`src/rtl/wb_mailbox_array.sv`:
```
// rtl/wb_mailbox_array.sv - Wishbone-mapped array of per-channel TX/RX mailbox FIFOs
// Host pushes TX / pops RX over Wishbone; device side uses valid/ready per channel.
module wb_mailbox_array #(
    parameter int CHANNELS = 2,
    parameter int DEPTH    = 4,
    parameter int DATA_W   = 8
) (
    input  logic                       clk,
    input  logic                       reset_b,
    input  logic                       wb_cyc_in,
    input  logic                       wb_stb_in,
    input  logic                       wb_we_in,
    input  logic [31:0]                wb_addr_in,
    input  logic [31:0]                wb_data_in,
    output logic                       wb_ack_out,
    output logic [31:0]                wb_data_out,
    output logic [CHANNELS*DATA_W-1:0] tx_data_out,
    output logic [CHANNELS-1:0]        tx_valid_out,
    input  logic [CHANNELS-1:0]        tx_ready_in,
    input  logic [CHANNELS*DATA_W-1:0] rx_data_in,
    input  logic [CHANNELS-1:0]        rx_valid_in,
    output logic [CHANNELS-1:0]        rx_ready_out,
    output logic                       irq_out
);
    localparam int AW = $clog2(DEPTH);
    localparam int CW = AW + 1;

    logic [DATA_W-1:0] r_tx_mem [CHANNELS][DEPTH];
    logic [DATA_W-1:0] r_rx_mem [CHANNELS][DEPTH];
    logic [AW-1:0]     r_tx_wp  [CHANNELS];
    logic [AW-1:0]     r_tx_rp  [CHANNELS];
    logic [AW-1:0]     r_rx_wp  [CHANNELS];
    logic [AW-1:0]     r_rx_rp  [CHANNELS];
    logic [CW-1:0]     r_tx_cnt [CHANNELS];
    logic [CW-1:0]     r_rx_cnt [CHANNELS];
    logic [2:0]        r_irq_en [CHANNELS];
    logic [CHANNELS-1:0] r_tx_ovf, r_rx_unf;
    logic              r_ack, r_irq;
    logic [31:0]       r_rdata;

    logic              w_req;
    logic [3:0]        w_ch;
    logic [1:0]        w_reg;
    logic [31:0]       w_rd_data;
    logic              w_irq_next;
    logic [CHANNELS-1:0] w_sel, w_tx_push, w_tx_pop, w_rx_push, w_rx_pop;
    logic [CHANNELS-1:0] w_tx_empty, w_tx_full, w_rx_empty, w_rx_full;
    logic              w_unused;

    assign w_req    = wb_cyc_in & wb_stb_in & ~r_ack;
    assign w_ch     = wb_addr_in[7:4];
    assign w_reg    = wb_addr_in[3:2];
    assign w_unused = ^{wb_addr_in[31:8], wb_addr_in[1:0], wb_data_in};

    assign wb_ack_out  = r_ack;
    assign wb_data_out = r_rdata;
    assign irq_out     = r_irq;

    // Absent channels never match the loop index, so they decode to nothing.
    always_comb begin
        w_rd_data    = '0;
        w_irq_next   = 1'b0;
        w_sel        = '0;
        w_tx_push    = '0;
        w_tx_pop     = '0;
        w_rx_push    = '0;
        w_rx_pop     = '0;
        w_tx_empty   = '0;
        w_tx_full    = '0;
        w_rx_empty   = '0;
        w_rx_full    = '0;
        tx_valid_out = '0;
        rx_ready_out = '0;
        tx_data_out  = '0;
        for (int n = 0; n < CHANNELS; n++) begin
            w_tx_empty[n] = (r_tx_cnt[n] == '0);
            w_tx_full[n]  = (r_tx_cnt[n] == CW'(DEPTH));
            w_rx_empty[n] = (r_rx_cnt[n] == '0);
            w_rx_full[n]  = (r_rx_cnt[n] == CW'(DEPTH));
            w_sel[n]      = w_req && (w_reg != 2'd3) && (w_ch == 4'(n));
            w_tx_push[n]  = w_sel[n] && wb_we_in && (w_reg == 2'd0) && !w_tx_full[n];
            w_tx_pop[n]   = !w_tx_empty[n] && tx_ready_in[n];
            w_rx_push[n]  = !w_rx_full[n] && rx_valid_in[n];
            w_rx_pop[n]   = w_sel[n] && !wb_we_in && (w_reg == 2'd0) && !w_rx_empty[n];
            tx_valid_out[n] = !w_tx_empty[n];
            rx_ready_out[n] = !w_rx_full[n];
            tx_data_out[n*DATA_W +: DATA_W] = r_tx_mem[n][r_tx_rp[n]];
            w_irq_next = w_irq_next
                       | (r_irq_en[n][0] & ~w_rx_empty[n])
                       | (r_irq_en[n][1] & w_tx_empty[n])
                       | (r_irq_en[n][2] & (r_tx_ovf[n] | r_rx_unf[n]));
            if (w_ch == 4'(n)) begin
                case (w_reg)
                    2'd0: if (!w_rx_empty[n]) w_rd_data[DATA_W-1:0] = r_rx_mem[n][r_rx_rp[n]];
                    2'd1: begin
                        w_rd_data[0]       = ~w_rx_empty[n];
                        w_rd_data[1]       = w_rx_full[n];
                        w_rd_data[2]       = w_tx_empty[n];
                        w_rd_data[3]       = w_tx_full[n];
                        w_rd_data[4]       = r_tx_ovf[n];
                        w_rd_data[5]       = r_rx_unf[n];
                        w_rd_data[8 +: CW]  = r_rx_cnt[n];
                        w_rd_data[16 +: CW] = r_tx_cnt[n];
                    end
                    2'd2: w_rd_data[2:0] = r_irq_en[n];
                    default: w_rd_data = '0;
                endcase
            end
        end
    end

    always_ff @(posedge clk) begin
        if (!reset_b) begin
            r_ack    <= 1'b0;
            r_rdata  <= '0;
            r_irq    <= 1'b0;
            r_tx_ovf <= '0;
            r_rx_unf <= '0;
            for (int n = 0; n < CHANNELS; n++) begin
                r_tx_wp[n]  <= '0;
                r_tx_rp[n]  <= '0;
                r_rx_wp[n]  <= '0;
                r_rx_rp[n]  <= '0;
                r_tx_cnt[n] <= '0;
                r_rx_cnt[n] <= '0;
                r_irq_en[n] <= '0;
            end
        end else begin
            r_ack   <= w_req;
            r_rdata <= (w_req && !wb_we_in) ? w_rd_data : 32'd0;
            r_irq   <= w_irq_next;
            for (int n = 0; n < CHANNELS; n++) begin
                if (w_tx_push[n]) r_tx_wp[n] <= r_tx_wp[n] + AW'(1);
                if (w_tx_pop[n])  r_tx_rp[n] <= r_tx_rp[n] + AW'(1);
                if (w_rx_push[n]) r_rx_wp[n] <= r_rx_wp[n] + AW'(1);
                if (w_rx_pop[n])  r_rx_rp[n] <= r_rx_rp[n] + AW'(1);
                r_tx_cnt[n] <= r_tx_cnt[n] + CW'(w_tx_push[n]) - CW'(w_tx_pop[n]);
                r_rx_cnt[n] <= r_rx_cnt[n] + CW'(w_rx_push[n]) - CW'(w_rx_pop[n]);
                if (w_sel[n] && wb_we_in) begin
                    if (w_reg == 2'd0 && w_tx_full[n]) r_tx_ovf[n] <= 1'b1;
                    if (w_reg == 2'd1) begin
                        if (wb_data_in[4]) r_tx_ovf[n] <= 1'b0;
                        if (wb_data_in[5]) r_rx_unf[n] <= 1'b0;
                    end
                    if (w_reg == 2'd2) r_irq_en[n] <= wb_data_in[2:0];
                end
                if (w_sel[n] && !wb_we_in && w_reg == 2'd0 && w_rx_empty[n]) r_rx_unf[n] <= 1'b1;
            end
        end
    end

    // Storage needs no reset: only entries between the pointers are ever observed.
    always_ff @(posedge clk) begin
        for (int n = 0; n < CHANNELS; n++) begin
            if (w_tx_push[n]) r_tx_mem[n][r_tx_wp[n]] <= wb_data_in[DATA_W-1:0];
            if (w_rx_push[n]) r_rx_mem[n][r_rx_wp[n]] <= rx_data_in[n*DATA_W +: DATA_W];
        end
    end
endmodule
```
`config.mk`:
```
export PLATFORM = sky130hd
export DESIGN_NAME = wb_mailbox_array
export DESIGN_NICKNAME = d
export VERILOG_FILES = /design/src/rtl/wb_mailbox_array.sv
export SDC_FILE = /design/constraint.sdc
export NUM_CORES = 1
export LEC_CHECK = 0
export ABC_AREA = 1
export ABC_CLOCK_PERIOD_IN_PS = 2800
export BUFFER_PORTS_ARGS = -buffer_cell sky130_fd_sc_hd__buf_2
export CAP_MARGIN = 20
export CORE_MARGIN = 5
export CORE_UTILIZATION = 50
export CTS_CLUSTER_SIZE = 40
export DETAILED_ROUTE_END_ITERATION = 8
export HOLD_SLACK_MARGIN = 0.06
export PLACE_DENSITY = 0.75
export SYNTH_ARGS = -nofsm -noshare
export SYNTH_HDL_FRONTEND = slang
export SYNTH_SLANG_ARGS = --single-unit
```
`constraint.sdc`:
```
create_clock -name clk -period 2.8 [get_ports clk]
set_input_delay 0.84 -clock clk [delete_from_list [all_inputs] [get_ports clk]]
set_output_delay 0.84 -clock clk [all_outputs]
set_load 0.02 [all_outputs]
```
==> results of run 1 <==
==> worst max-delay path: cells and delay by family (launching register included) <==
kind | cells | cell delay, ns
DFF | 1 | 0.55
AOI/OAI and AO/OA | 2 | 0.38
buffers and inverters | 2 | 0.48
==> per-layer routing <==
layer / vias up / wire length (µm) / track usage (%)
met2: 258 / 8150 / 30.5
met3: 40 / 1470 / 4.67
met1: 2619 / 7440 / 26.3
li1: 2750 / - / -
met5: - / 13 / 0
met4: 2 / 406 / 7.63
==> stage by stage <==
| stage | hold WS [ns] | util (%) |
|---|---|---|
| finish | 0.476 | 59.3 |
| global placement | 0.452 | 55.5 |
| global route | 0.498 | 59.3 |
| floorplan | 0.438 | - |
| detailed placement | 0.461 | 55.5 |
| CTS | 0.473 | 59.3 |
==> what timing repair did <==
action | in CTS | in global routing
endpoints found under the setup margin | 0 | 1
hold buffers | 0 | 0
resized for setup | 0 | 1
endpoints found under the hold margin | 0 | 0
==> cell families after synthesis <==
family | synth area share [%]
and+or+nand+nor | 16.3
DFF | 63.0
buffers and inverters | 7.69
AOI/OAI and AO/OA | 6.90
adders and majority gates | 5.27
xor gates and xnor gates | 0.751
other | 0.0459
==> layout by cell type (no fill, tap or decap) <==
cell	count
buf_4	29
nor3_2	1
nand2_1	152
dfxtp_1	32
bufinv_16	1
nand4_1	2
o21ai_1	2
a22oi_1	3
a21oi_2	2
o22ai_1	16
inv_6	6
nor3_1	1
nor2_2	6
clkinvlp_4	2
nor3_4	2
a21oi_1	26
nand4_2	2
xnor2_1	6
edfxtp_1	150
clkinv_4	1
o21ai_0	55
nand3_4	1
conb_1	18
nor2_4	2
fa_1	4
inv_8	4
inv_1	97
clkbuf_16	17
or2_0	1
a211oi_1	1
buf_2	74
clkinv_8	2
nor2_1	86
nand2_4	1
inv_2	6
nand3_1	44
xor2_1	1
ha_1	28
nand2_2	6
==> final timing paths <==
| kind | slack, ns | cells after the start | start | end |
|---|---|---|---|---|
| setup / recovery | 0.11 | 4 | r_tx_rp[0][1] | tx_data_out[1] |
| hold reg to reg | 0.48 | 2 | r_tx_ovf[0] | r_tx_ovf[0] |
| hold / removal | 0.48 | 2 | r_tx_ovf[0] | r_tx_ovf[0] |
| setup reg to reg | 0.60 | 11 | r_tx_cnt[0][1] | r_tx_cnt[0][2] |
==> state kept, by name, indices dropped and copies added (netlist names) <==
name / cells
r_tx_cnt: 6
wb_ack_out: 1
r_tx_rp: 4
r_tx_mem: 64
wb_data_out: 14
r_rx_cnt: 6
r_rx_wp: 4
r_tx_wp: 4
r_rx_rp: 4
irq_out: 1
r_tx_ovf: 2
r_rx_mem: 64
r_irq_en: 6
r_rx_unf: 2
==> power breakdown <==
group,internal [mW],switching [mW]
combinational,0.499,1.10
sequential,3.14,0.141
clock,1.28,1.12
total,4.92,2.36
==> final cells by class <==
cell class	count	area share, %
clock buffer	17	4.50
clock inverter	15	1.87
inverter	104	4.17
multi-input combinational	469	26.0
sequential	182	54.4
tap	216	2.86
timing repair buffer	103	6.22
==> results.toml, run 1 <==
[place]
numPortBuffers = 74
placed_cell_area_mm2 = 0.00885
placedCellCount = 1074
dp_slack_ns = 0.0387
dp_hpwl_mm = 12.2
gp_congestion = 0.903

[sta]
fin_crit_ns = 2.69
finalHoldViolCount = 0
drv_slew = 0
setup_ws_ns = 0.112
maxSlewHeadroom_pct = 55.0
worstMarginPinSlew_ns = 0.675
fmax_mhz = 372
setup_viol = 0
skew_ns = 0.00753
period_share_pct = 96.0
rsz0062_at_grt = "no"
fin_tns_setup_ns = 0

[floorplan]
die_area_mm2 = 0.0190
num_io_pins = 143
die_w_um = 138
start_util_pct = 51.2
core_area_mm2 = 0.0159
row_count = 46
die_y_um = 138

[power]
powerDensity_mw_per_mm2 = 771
power_mw = 7.29
ir_drop_mv = 0.497
leakage_nw = 3.94

[setup_path]
arrival_ns = 1.85
critical_path.cell_chain = "inv_1 -> o21ai_0 -> o22ai_1 -> buf_2"
startpoint_type = "flip-flop"
required_ns = 1.96
worst_setup_path_end_kind = "output port"
slowest_delay_ns = 0.55
path_class = "reg2out"
crit_slowest_cell = "edfxtp_1"
path_max_fanout = 10

[clock_network]
clock-sinks = 182
cts-htree-levels = 4
cts-root-buf = "clkbuf_16"
post-cts-setup-buffers = 0
clk_pin_slew_ns = 0.07
insertion_delay_ns = 0.43
numCtsBuffers = 17
cts_buffer_depth = 2
tritoncts = "done"

[synth]
yosys-top-cells-area = "edfxtp_1 (55%), dfxtp_1 (7.8%), nand2_1 (7.0%), inv_1 (4.5%), ha_1 (4.3%)"
syn_inst = 779
async_reset_ff_share_pct = 0
ys.flop_type = "edfxtp_1"
synth_top_cell_by_area = "edfxtp_1"
synth.most_common_cell = "nand2_1"
ys_seq_area_share_pct = 63.0
synth_top_area_share_pct = 55.2
yosys_warnings = 0
ys_seq_elements = 182
syn_avg_cell_area_um2 = 10.5
yosysUniqueCellTypes = 33
synth_area_mm2 = 0.00816
synth_edf_count = 150
netlist_top_cells_count = "nand2_1 (152), edfxtp_1 (150), inv_1 (98)"

[drt]
wl_per_cell_um = 15.8
drc = 0
totalWireLength_mm = 17.5
drtIter0Drc = 489
vias = 5669
dr.pass1.iters = 5
final_antenna_net_count = 0
via_per_inst = 5.13

[finish]
nFillCells = 1285
finalInstanceArea_mm2 = 0.00945
diodes = 0
drive_gt1_share_pct = 18.5
area_delta_synth_final_pct = 15.8
nets = 998
regArea_mm2 = 0.00514
multi_input_area_mm2 = 0.00245
fin_cells = 1106

[grt]
grt_overflow = 0
antenna_found_initial = 1
grt_max_degree = 28
grt_pass1_vias = 5373
grt_pass1_wl_mm = 27.6
grt_usage_pct = 19.5

[worst_hold_path]
holdCritPathClass = "reg2reg"

[outcome]
status = "complete, no violations"

[job]
maxCapViolCount = 0
Power figures use the tool's default switching activity.
==> run 2, diff against run 1 <==
--- a/config.mk
+++ b/config.mk
@@ -15,6 +15,7 @@
 export DETAILED_ROUTE_END_ITERATION = 8
 export HOLD_SLACK_MARGIN = 0.06
 export PLACE_DENSITY = 0.75
+export RECOVER_POWER = 100
 export SYNTH_ARGS = -nofsm -noshare
 export SYNTH_HDL_FRONTEND = slang
 export SYNTH_SLANG_ARGS = --single-unit
==> run 2 against run 1 <==
Against the previous run:
- via count down 0.37%
- final cell count unchanged
- routed wire length up 0.89%
- die area unchanged
- critical path depth unchanged
- utilization down 1.2 points
- power down 0.72%
- fmax down 0.25%
- critical endpoint unchanged
==> results.toml, run 2 (synthesis gave the netlist of run 1 again) <==
[finish]
diodes = 0
area_delta_synth_final_pct = 13.4
layout_common_cells = "nand2_1 (157), edfxtp_1 (150), inv_1 (100), nor2_1 (89), clkbuf_1 (74)"
drive_gt1_share_pct = 8.76
nFillCells = 1346
mostFrequentLayoutCell = "nand2_1"
nets = 998

[floorplan]
die_w_um = 138
row_count = 46
die_area_mm2 = 0.0190
num_io_pins = 143
start_util_pct = 51.2
die_y_um = 138
core_area_mm2 = 0.0159

[clock_network]
cts_hold_buf = 0
numCtsBuffers = 17
cts-htree-levels = 4
cts-root-buf = "clkbuf_16"
post-cts-setup-buffers = 0
post_cts_resized = 0
insertion_delay_ns = 0.43
clock-sinks = 182
clk_pin_slew_ns = 0.07
tritoncts = "done"
cts_buffer_depth = 2

[grt]
grt_overflow = 0
grt_max_degree = 28
grt_pass1_vias = 5373
grt_pass1_wl_mm = 27.6
antenna_found_initial = 1
grt_usage_pct = 19.5

[drt]
vias = 5648
drc = 0
drtIter0Drc = 580
via_per_inst = 5.11
wl_per_cell_um = 15.9
dr.pass1.iters = 5
final_antenna_net_count = 0
totalWireLength_mm = 17.6

[sta]
finalHoldViolCount = 0
fmax_mhz = 371
hold_ws_ns = 0.472
worstMarginPinSlew_ns = 0.706
maxSlewHeadroom_pct = 52.4
drv_slew = 0
fin_crit_ns = 2.69
setup_viol = 0
skew_ns = 0.00676
rsz0062_at_grt = "no"
fin_tns_setup_ns = 0
period_share_pct = 96.2

[job]
maxCapViolCount = 0

[setup_path]
startpoint_type = "flip-flop"
required_ns = 1.96
path_class = "reg2out"
slowest_delay_ns = 0.54
arrival_ns = 1.85
path_max_fanout = 10
critical_path.cell_chain = "inv_1 -> o21ai_0 -> o22ai_1 -> clkbuf_2"
crit_slowest_cell = "edfxtp_1"
worst_setup_path_end_kind = "output port"
cp_num_buf_inv = 2
crit_family = "flip-flops"

[place]
dp_hpwl_mm = 12.2
numPortBuffers = 74
gp_congestion = 0.903

[power]
powerDensity_mw_per_mm2 = 782
leakage_nw = 3.67
ir_drop_mv = 0.481

[worst_hold_path]
holdCritPathClass = "reg2reg"

[outcome]
status = "complete, no violations"
==> run 2: changes by cell type in the layout (fill, tap and decap cells not counted), sizes merged <==
cell	previous run	this run
clkbuf	17	99
buf	103	21
==> run 2: worst paths after layout <==
kind / slack, ns / cells past startpoint / end / from
hold / removal: 0.47 / 2 / r_tx_ovf[0] / r_tx_ovf[0]
hold reg to reg: 0.47 / 2 / r_tx_ovf[0] / r_tx_ovf[0]
setup reg to reg: 0.59 / 10 / r_tx_cnt[0][5] / r_tx_cnt[0][4]
setup / recovery: 0.11 / 4 / tx_data_out[1] / r_tx_rp[0][1]
==> run 2: per-stage QoR <==
step	power (mW)	area (µm²)	setup slack, ns	instances	util, %
after floorplan	4.38	8230	0.167	796	-
after global placement	4.85	8850	0.0811	1074	55.5
after detailed placement	4.92	8850	0.0387	1074	55.5
after CTS	7.30	9450	0.114	1106	59.3
after global routing	7.60	9250	0.0158	1106	58.0
final	7.23	9250	0.105	1106	58.0
==> run 2: tightest hold or removal path, cell delays in order (launching register included) <==
cell and delay (ns):
dfxtp_1 0.32, inv_1 0.06, a21oi_1 0.05
==> run 2: layout make-up <==
cell class | count | area, µm² | area share [%]
clock buffers | 17 | 425 | 4.60
clock inverters | 15 | 176 | 1.91
inverters | 104 | 394 | 4.26
multi-input cells | 469 | 2390 | 25.9
flip-flops and latches | 182 | 5140 | 55.6
well taps | 216 | 270 | 2.92
repair buffers | 103 | 448 | 4.84
==> run 2: power breakdown <==
group          total (mW)  leakage [nW]  internal (mW)  switching, mW
clock                2.40         0.293           1.28           1.12
combinational        1.55          1.73          0.445           1.10
sequential           3.28          1.65           3.14          0.141
total                7.23          3.67           4.87           2.37
==> run 2: per-layer routing <==
layer / GRT usage (%) / vias to the layer above / share of wire (%)
met1: 26.3 / 2624 / 43
met2: 30.5 / 240 / 47
met3: 4.67 / 34 / 7.9
met4: 7.63 / 2 / 2.0
li1: - / 2748 / -
met5: 0 / - / 0.074
